File: config.mk
export PLATFORM = sky130hd
export DESIGN_NAME = sub_arbiter
export DESIGN_NICKNAME = d
export VERILOG_FILES = /design/src/rtl/sub_arbiter_pkg.sv /design/src/rtl/sub_arbiter_subtractor.sv /design/src/rtl/sub_arbiter.sv
export SDC_FILE = /design/constraint.sdc
export NUM_CORES = 1
export LEC_CHECK = 0
export ABC_AREA = 1
export CAP_MARGIN = 20
export CORE_ASPECT_RATIO = 0.6
export CORE_MARGIN = 1
export CORE_UTILIZATION = 35
export CTS_BUF_LIST = sky130_fd_sc_hd__clkbuf_8
export DETAILED_ROUTE_END_ITERATION = 12
export PLACE_DENSITY = 0.71
export SLEW_MARGIN = 20
export SYNTH_ARGS = -nofsm -noshare
export SYNTH_HDL_FRONTEND = slang
export SYNTH_SLANG_ARGS = --single-unit
File: constraint.sdc
create_clock -name clk -period 2.2 [get_ports clk]
set_clock_uncertainty 0.05 [all_clocks]
set_input_delay 0.55 -clock clk [delete_from_list [all_inputs] [get_ports clk]]
set_output_delay 0.55 -clock clk [all_outputs]
set_load 0.01 [all_outputs]
File: src/rtl/sub_arbiter_pkg.sv
// Shared types and default sizing for the round-robin subtractor arbiter.
package sub_arb_pkg;

  typedef enum logic {
    IDLE = 1'b0,
    RESP = 1'b1
  } arb_state_t;

  localparam int DEF_WIDTH = 8;
  localparam int DEF_N_REQ = 4;
  localparam int TXN_W     = 16;

endpackage

File: src/rtl/sub_arbiter_subtractor.sv
// Combinational A-B with borrow-out; all arithmetic of the arbiter lives here.
module subtractor
  import sub_arb_pkg::*;
#(
  parameter int WIDTH = DEF_WIDTH
) (
  input  logic [WIDTH-1:0] A,
  input  logic [WIDTH-1:0] B,
  output logic [WIDTH-1:0] OUT,
  output logic             BORROW
);

  logic [WIDTH:0] diff;

  // One extra bit so the top bit of the difference is the unsigned borrow.
  assign diff   = {1'b0, A} - {1'b0, B};
  assign OUT    = diff[WIDTH-1:0];
  assign BORROW = diff[WIDTH];

endmodule

File: src/rtl/sub_arbiter.sv
// Round-robin arbiter sharing one subtractor among N_REQ valid/ready requesters;
// results leave on a single registered, tagged response channel.
module sub_arbiter
  import sub_arb_pkg::*;
#(
  parameter int N_REQ = DEF_N_REQ,
  parameter int WIDTH = DEF_WIDTH,
  localparam int ID_W = $clog2(N_REQ)
) (
  input  logic                   clk,
  input  logic                   rst_n,
  input  logic [N_REQ-1:0]       req_valid,
  output logic [N_REQ-1:0]       req_ready,
  input  logic [N_REQ*WIDTH-1:0] req_a,
  input  logic [N_REQ*WIDTH-1:0] req_b,
  output logic                   rsp_valid,
  input  logic                   rsp_ready,
  output logic [WIDTH-1:0]       rsp_data,
  output logic                   rsp_borrow,
  output logic [ID_W-1:0]        rsp_id,
  output logic                   busy,
  output logic [TXN_W-1:0]       txn_count
);

  arb_state_t       state_reg, state_next;
  logic [ID_W-1:0]  ptr_reg;
  logic [ID_W-1:0]  id_reg;
  logic [WIDTH-1:0] a_reg, b_reg;
  logic [TXN_W-1:0] txn_count_reg;
  logic             grant_found;
  logic [ID_W-1:0]  grant_idx;
  logic             grant_en;
  logic             accept;
  logic             complete;

  // First valid index searching ptr, ptr+1, ... modulo N_REQ; MSB flags "found".
  function automatic logic [ID_W:0] find_grant(input logic [N_REQ-1:0] valid,
                                               input logic [ID_W-1:0]  ptr);
    logic            found;
    logic [ID_W-1:0] idx;
    int              cand;
    found = 1'b0;
    idx   = '0;
    for (int off = 0; off < N_REQ; off++) begin
      cand = int'(ptr) + off;
      if (cand >= N_REQ) cand = cand - N_REQ;
      if (!found && valid[cand[ID_W-1:0]]) begin
        found = 1'b1;
        idx   = cand[ID_W-1:0];
      end
    end
    return {found, idx};
  endfunction

  assign {grant_found, grant_idx} = find_grant(req_valid, ptr_reg);
  assign accept   = (state_reg == IDLE) && grant_found;
  assign complete = (state_reg == RESP) && rsp_ready;

  // State register
  always_ff @(posedge clk or negedge rst_n) begin
    if (!rst_n) state_reg <= IDLE;
    else        state_reg <= state_next;
  end

  // Next-state logic
  always_comb begin
    state_next = state_reg;
    case (state_reg)
      IDLE:    if (grant_found) state_next = RESP;
      RESP:    if (rsp_ready)   state_next = IDLE;
      default: state_next = IDLE;
    endcase
  end

  // Output logic; ready is also gated by rst_n so nothing is offered while held in reset
  always_comb begin
    rsp_valid = (state_reg == RESP);
    busy      = (state_reg == RESP);
    grant_en  = (state_reg == IDLE) && rst_n && grant_found;
  end

  for (genvar gi = 0; gi < N_REQ; gi++) begin : g_ready
    assign req_ready[gi] = grant_en && (grant_idx == ID_W'(gi));
  end

  // Captured operands, tag, round-robin pointer and completion counter
  always_ff @(posedge clk or negedge rst_n) begin
    if (!rst_n) begin
      a_reg         <= '0;
      b_reg         <= '0;
      id_reg        <= '0;
      ptr_reg       <= '0;
      txn_count_reg <= '0;
    end else begin
      if (accept) begin
        a_reg  <= req_a[int'(grant_idx)*WIDTH +: WIDTH];
        b_reg  <= req_b[int'(grant_idx)*WIDTH +: WIDTH];
        id_reg <= grant_idx;
      end
      if (complete) begin
        ptr_reg       <= (id_reg == ID_W'(N_REQ - 1)) ? '0 : id_reg + 1'b1;
        txn_count_reg <= txn_count_reg + 1'b1;
      end
    end
  end

  subtractor #(.WIDTH(WIDTH)) u_sub (
    .A      (a_reg),
    .B      (b_reg),
    .OUT    (rsp_data),
    .BORROW (rsp_borrow)
  );

  assign rsp_id    = id_reg;
  assign txn_count = txn_count_reg;

endmodule

==> impl_metrics.json, run 1 <==
{
  "post_synth_num_cell_types": 30,
  "met2WireLength_microns": 4269,
  "clockRootBuffer": "clkbuf_8",
  "timing.setup.critical_path_class": "register to output port",
  "crit_path_max_incr_delay_ns": 0.38,
  "seq_power_share_pct": 14.0,
  "synth_compound_area_share_pct": 2.413,
  "final_nets": 646,
  "mappedNetlistArea_sq_um": 2851,
  "gr-total-overflow": 0,
  "synth_fp_nets": 501,
  "dieWidth_microns": 118.5,
  "finalWorstSetupSlack_ns": -0.4592,
  "drt_pre_antenna_iters": 4,
  "synth.area.top_cells": "dfrtp_1 32%, nand2_1 28%, nand4_1 7.5%",
  "hold_path.startpoint": "txn_count[15]",
  "route.detailed.drc": 0,
  "ant_nets": 0,
  "ff2ff_path_depth": 14,
  "async_flop_share_pct": 100.0,
  "timing.final.hold_violations": 0,
  "status": "finished, violations left",
  "final_min_period_over_clock_period_pct": 120.9,
  "clock_path_buffers": 2,
  "drt-vias-per-instance": 4.841,
  "critical_path.max_fanout": 2,
  "pwr-share-clk_pct": 7.3,
  "row_count": 25,
  "synth_area_per_cell_sq_um": 6.805,
  "hold_path.class": "register to register",
  "initial_core_util_pct": 36.17,
  "power.total_uw": 8296,
  "postRouteWirelength_microns": 9286,
  "die_area_sq_um": 8524,
  "critPathLaunch": "a_reg[0]",
  "dpl_ws_ns": -1.086,
  "io_buffer_count": 103,
  "core_sq_um": 7883,
  "max-vdd-ir-drop_mv": 1.312,
  "setup_violations": 10,
  "grt_antenna_before_repair": 0,
  "netlist_instances": 419,
  "grt_pass1_wl_microns": 14570,
  "synth-simple-area-share_pct": 44.54,
  "critical_path_required_ns": 1.60,
  "wl_per_cell_microns": 13.80,
  "io-pin-count": 104,
  "timing.critical_path.slowest_stage_cell": "dfrtp_1",
  "fin_area_sq_um": 4822,
  "fraction_of_the_yosys_area_taken_by_sequential_cells_pct": 32.47,
  "max-slew-margin-rel_pct": 68.57,
  "worstSetupStartpointType": "register",
  "detailed_place.area_sq_um": 4258,
  "critical_path_cell_list": "inv_1, ha_2, inv_2, fa_2, nand3_2, nand3_4, a21oi_2, o21ai_2, nand2_1, nand2_2, a21oi_2, buf_2",
  "power.share.switching_pct": 50.70,
  "net-switching-power_uw": 4206,
  "power.leakage_uw": 0.002472,
  "worst_slew_pin_slew_ns": 0.4715,
  "first_global_vias": 3088,
  "crit_path_end": "rsp_borrow",
  "vias": 3258,
  "rsz0062_at_grt": "yes",
  "clock_tree.htree_level_count": 2,
  "maxSlewViolCount": 0,
  "synthMuxAreaShare_pct": 0,
  "max_clock_freq_mhz": 376.1,
  "synthesis.yosys.warnings": 0,
  "worst-r2r-setup-slack_ns": 0.06,
  "cts_tree": "built",
  "final_period_minus_worst_setup_slack_ns": 2.659,
  "r2r_startpoint": "ptr_reg[0]",
  "top_layer_used_by_detailed_routing": "met4",
  "post-synth-top-area-fraction_pct": 32.47,
  "post_synth_edffs": 0,
  "ys_dominant_reg_cell": "dfrtp_1",
  "hpwlAfterDp_microns": 6306,
  "drv.max_cap_violation_count": 0,
  "clkSinkCount": 37,
  "largest_register_ff_count": 16,
  "failed_checks": "negative setup slack",
  "met3_wirelength_microns": 511,
  "grt_start_max_net_pins": 38,
  "fin_util_pct": 61.17,
  "synth_top_family_by_area": "simple AND/OR/NAND/NOR gates",
  "ratio_of_cells_with_drive_above_1_in_the_final_layout_pct": 27.43,
  "internal_power_uw": 4090,
  "cp_common_cell": "a21oi_2",
  "endpoint_of_the_most_critical_register_to_register_path": "a_reg[1]",
  "synthTopCellsByCount": "214 x nand2_1, 37 x dfrtp_1, 34 x nand4_1",
  "power.combinational.fraction_pct": 78.7,
  "filler_cell_count": 708,
  "grt_usage_pct": 20.97,
  "post_synth_fa_ha_maj_area_fraction_pct": 5.090,
  "insertion_delay_ns": 0.28,
  "setup.worst_path.end_class": "output port",
  "drt_iter0_markers": 156,
  "synthMostInstantiatedCell": "nand2_1",
  "cts_made_buffers": 5,
  "powerDensity_nw_per_um2": 1720,
  "antenna-diode-count": 0,
  "die_h_microns": 71.92,
  "finalWeightedCongestion": 0.8313,
  "yosys.area.top_type": "dfrtp_1",
  "syn2layout_area_growth_pct": 69.11,
  "met1_length_microns": 4415,
  "clock_pin_slew_on_the_worst_setup_and_hold_paths_ns": 0.07,
  "synth_seq_cells": 37,
  "cts_hold_buf": 0,
  "yosys.area_share.xor_xnor_pct": 6.450,
  "worst_ep_arrival_time_ns": 2.06
}
==> layout make-up <==
class / count / area (sq um) / share of cell area, %
Clock buffer: 6 / 82.58 / 1.713
Clock inverter: 2 / 33.78 / 0.7006
Inverter: 35 / 151.4 / 3.140
Multi-Input combinational cell: 328 / 2069 / 42.92
Sequential cell: 37 / 928.4 / 19.25
Tap cell: 108 / 135.1 / 2.802
Timing Repair Buffer: 156 / 1416 / 29.37
Timing Repair inverter: 1 / 5.005 / 0.1038
==> cell families (layout without fill, tap and decap cells) <==
| logic type | count (synthesis) | count (layout) |
|---|---|---|
| and+or+nand+nor | 283 | 283 |
| AOI/OAI and AO/OA | 13 | 13 |
| buffers and inverters | 54 | 200 |
| adders and majority gates | 11 | 11 |
| DFF | 37 | 37 |
| xor gates and xnor gates | 21 | 21 |
==> layout by cell type (no fill, tap or decap), drive strengths merged <==
| cell | synthesis | routed |
|---|---|---|
| ha | 10 | 10 |
| nand3 | 16 | 16 |
| clkdlybuf4s50 | 0 | 85 |
| xor2 | 15 | 15 |
| clkinv | 0 | 2 |
| dlygate4sd2 | 0 | 4 |
| nand3b | 1 | 1 |
| a31oi | 1 | 1 |
| a21oi | 4 | 4 |
| nand2 | 218 | 218 |
| nor2 | 5 | 5 |
| nor3 | 7 | 7 |
| o31ai | 1 | 1 |
| inv | 35 | 35 |
| xnor2 | 6 | 6 |
| nor3b | 1 | 1 |
| o21ai | 7 | 7 |
| dlymetal6s2s | 0 | 1 |
| clkbuf | 1 | 6 |
| bufinv | 0 | 1 |
| buf | 18 | 66 |
| nand4 | 35 | 35 |
| dfrtp | 37 | 37 |
| fa | 1 | 1 |
==> how the worst min path moves through the flow <==
stage,end,cells past startpoint
3_3_place_gp,txn_count[15],1
6_report,txn_count[15],1
3_5_place_dp,txn_count[15],1
2_1_floorplan,a_reg[0],0
4_1_cts,txn_count[3],2
5_1_grt,txn_count[15],1
==> layer usage <==
layer	up-vias	GRT usage [%]
met5	-	0
met4	0	2.672
met3	8	3.538
met2	90	36.00
met1	1530	28.75
li1	1630	-
==> power by group through the flow <==
stage / Clock, uW / Combinational, uW / Sequential [uW]
floorplan: 0 / 3580 / 1130
global placement: 0 / 5460 / 1130
detailed placement: 0 / 5560 / 1130
CTS: 615 / 5710 / 1140
global route: 647 / 7240 / 1200
finish: 605 / 6530 / 1170
==> metrics by stage <==
step	TNS, ns	hold slack, ns	cells
after floorplan	-0.03344	0.2044	419
after global placement	-13.10	0.4065	649
after detailed placement	-14.60	0.4090	649
after CTS	-3.131	0.4042	665
after global routing	-5.210	0.4471	673
final	-3.686	0.4212	673
==> critical path, delay by kind of cell, from the launching register on <==
| family | cells | cell delay [ns] |
|---|---|---|
| buffers and inverters | 3 | 0.23 |
| adders and majority gates | 2 | 0.52 |
| and+or+nand+nor | 4 | 0.32 |
| DFF | 1 | 0.38 |
| AOI/OAI and AO/OA | 3 | 0.34 |
==> timing repair <==
item | 4_1_cts | 5_1_grt
pin swaps | 21 | 21
resized for setup | 86 | 59
setup endpoints to repair | 28 | 31
setup buffers | 8 | 11
gates cloned | 1 | 1
Power figures use the tool's default switching activity.
==> run 2: changes to the inputs <==
- PLACE_DENSITY: 0.71 -> 0.68
- clock period: 2.2 -> 2.5 ns (I/O delays scaled with it)
==> impl_metrics.json, run 2 (synthesis gave the netlist of run 1 again) <==
{
  "critical_path_buf_inv_count": 3,
  "insertion_delay_ns": 0.29,
  "die_area_sq_um": 8524,
  "cts_hold_buf": 0,
  "internal_power_uw": 3119,
  "drt_iter0_markers": 118,
  "die_h_microns": 71.92,
  "crit_path_max_incr_delay_ns": 0.38,
  "seq_power_share_pct": 15.6,
  "vias": 3149,
  "grt_pass1_wl_microns": 14320,
  "maxSlewViolCount": 0,
  "drv.max_cap_violation_count": 0,
  "row_count": 25,
  "timing.setup.critical_path_class": "register to output port",
  "core_sq_um": 7883,
  "seq_area_sq_um": 927.1,
  "finalWorstSetupSlack_ns": -0.2151,
  "setup.worst_path.end_class": "output port",
  "layout.cells.most_common": "nand2_1",
  "clock_path_buffers": 2,
  "critical_path.max_fanout": 2,
  "final_min_period_over_clock_period_pct": 108.6,
  "power.leakage_uw": 0.002316,
  "critical_path.top_delay_family": "adder cells",
  "dpl_ws_ns": -0.8502,
  "finalWeightedCongestion": 0.8270,
  "multi_input_comb_area_sq_um": 1821,
  "dieWidth_microns": 118.5,
  "final_period_minus_worst_setup_slack_ns": 2.715,
  "max-vdd-ir-drop_mv": 0.7806,
  "clock_pin_slew_on_the_worst_setup_and_hold_paths_ns": 0.07,
  "clockRootBuffer": "clkbuf_8",
  "antenna-diode-count": 0,
  "route.detailed.drc": 0,
  "grt_antenna_before_repair": 0,
  "hpwlAfterDp_microns": 6179,
  "postRouteWirelength_microns": 8850,
  "initial_core_util_pct": 36.17,
  "setup_violations": 9,
  "first_global_vias": 3237,
  "largest_register_ff_count": 16,
  "grt_usage_pct": 20.87,
  "pwr-share-clk_pct": 6.3,
  "worst_ep_arrival_time_ns": 2.04,
  "cts_made_buffers": 5,
  "net-switching-power_uw": 3333,
  "final.hold.worst_slack_ns": 0.4204,
  "drt_pre_antenna_iters": 4,
  "max_clock_freq_mhz": 368.3,
  "critical_path_cell_list": "inv_1, ha_2, inv_2, fa_2, nand3_2, nand3_4, a21oi_2, o21ai_2, nand2_1, nand2_1, a21oi_2, buf_2",
  "final_nets": 637,
  "io-pin-count": 104,
  "wl_per_cell_microns": 13.33,
  "failed_checks": "negative setup slack",
  "ant_nets": 0,
  "max-slew-margin-rel_pct": 69.15,
  "power.share.switching_pct": 51.66,
  "io_buffer_count": 103,
  "syn2layout_area_growth_pct": 55.29,
  "hold_path.class": "primary input to asynchronous set/reset pin",
  "power.combinational.fraction_pct": 78.2,
  "worstSetupStartpointType": "register",
  "clock_tree.htree_level_count": 2,
  "filler_cell_count": 771,
  "most_frequent_cells_in_the_layout": "197 x nand2_1, 86 x clkdlybuf4s50_1, 41 x buf_4, 36 x dfrtp_1, 34 x nand4_1",
  "timing.critical_path.slowest_stage_cell": "dfrtp_1",
  "clkSinkCount": 37,
  "powerDensity_nw_per_um2": 1457,
  "critical_path_required_ns": 1.82,
  "fin_util_pct": 56.17,
  "worst_slew_pin_slew_ns": 0.4628,
  "drt-vias-per-instance": 4.742,
  "cts_tree": "built",
  "status": "finished, violations left",
  "timing.final.hold_violations": 0,
  "ratio_of_cells_with_drive_above_1_in_the_final_layout_pct": 22.30,
  "grt_start_max_net_pins": 38,
  "rsz0062_at_grt": "yes",
  "gr-total-overflow": 0
}
==> run 2: cell type report <==
| cell class | instances | share of cell area (%) |
|---|---|---|
| well taps | 108 | 3.052 |
| multi-input cells | 328 | 41.11 |
| flip-flops and latches | 37 | 20.94 |
| inverters | 35 | 3.193 |
| clock buffers | 5 | 1.554 |
| clock inverters | 3 | 0.3108 |
| repair buffers | 148 | 29.84 |
==> run 2: per-layer routing <==
metal	wire length (microns)	vias to the layer above	track usage (%)	share of wire, %
met3	457	18	4.167	5.2
met4	164	0	6.048	1.9
li1	-	1600	-	-
met5	0	-	0	0
met1	4044	1449	26.41	46
met2	4183	82	36.65	47
==> run 2: per-stage QoR <==
step	TNS, ns	total power, uW	cells	cell area (sq um)
after floorplan	-0.009525	3999	419	2851
after global routing	-2.301	7118	664	4428
after detailed placement	-7.751	5691	640	4106
after CTS	-1.124	6177	656	4299
final	-1.156	6453	664	4428
after global placement	-6.428	5592	640	4106
==> run 2: worst paths after layout <==
| path | startpoint | slack, ns | end | depth (start not counted) |
|---|---|---|---|---|
| setup / recovery | a_reg[0] | -0.22 | rsp_borrow | 12 |
| hold / removal | rst_n | 0.42 | a_reg[6] | 2 |
| setup reg to reg | ptr_reg[0] | 0.27 | a_reg[3] | 17 |
| hold reg to reg | txn_count[15] | 0.44 | txn_count[15] | 1 |
| max in group asynchronous | rst_n | 1.62 | ptr_reg[0] | 2 |
| min in group clk | txn_count[15] | 0.44 | txn_count[15] | 1 |
==> run 2: worst reg2reg max path: stages, from the launching register on <==
cell     delay [ns]
dfrtp_2        0.45
buf_6          0.15
buf_6          0.11
nand2_2        0.05
nand2_2        0.06
nand2_1        0.09
nand2_1        0.07
nand2_2        0.09
nand2_2        0.05
nand2_2        0.08
buf_4          0.11
buf_4          0.30
nand4_1        0.16
nand2_1        0.11
nand2_1        0.06
nand2_1        0.08
nand2_1        0.06
nand2_1        0.06
==> run 2: timing repair <==
action / CTS / global route
pin swaps: 16 / 20
gates resized for setup: 77 / 30
setup buffers: 8 / 8
endpoints found under the setup margin: 12 / 10
==> run 2: power by group through the flow <==
stage | registers (uW) | logic, uW | clock network (uW)
6_report | 1000 | 5040 | 403
5_1_grt | 1030 | 5650 | 437
4_1_cts | 998 | 4770 | 411
3_5_place_dp | 1000 | 4690 | 0
3_3_place_gp | 1000 | 4590 | 0
2_1_floorplan | 990 | 3010 | 0
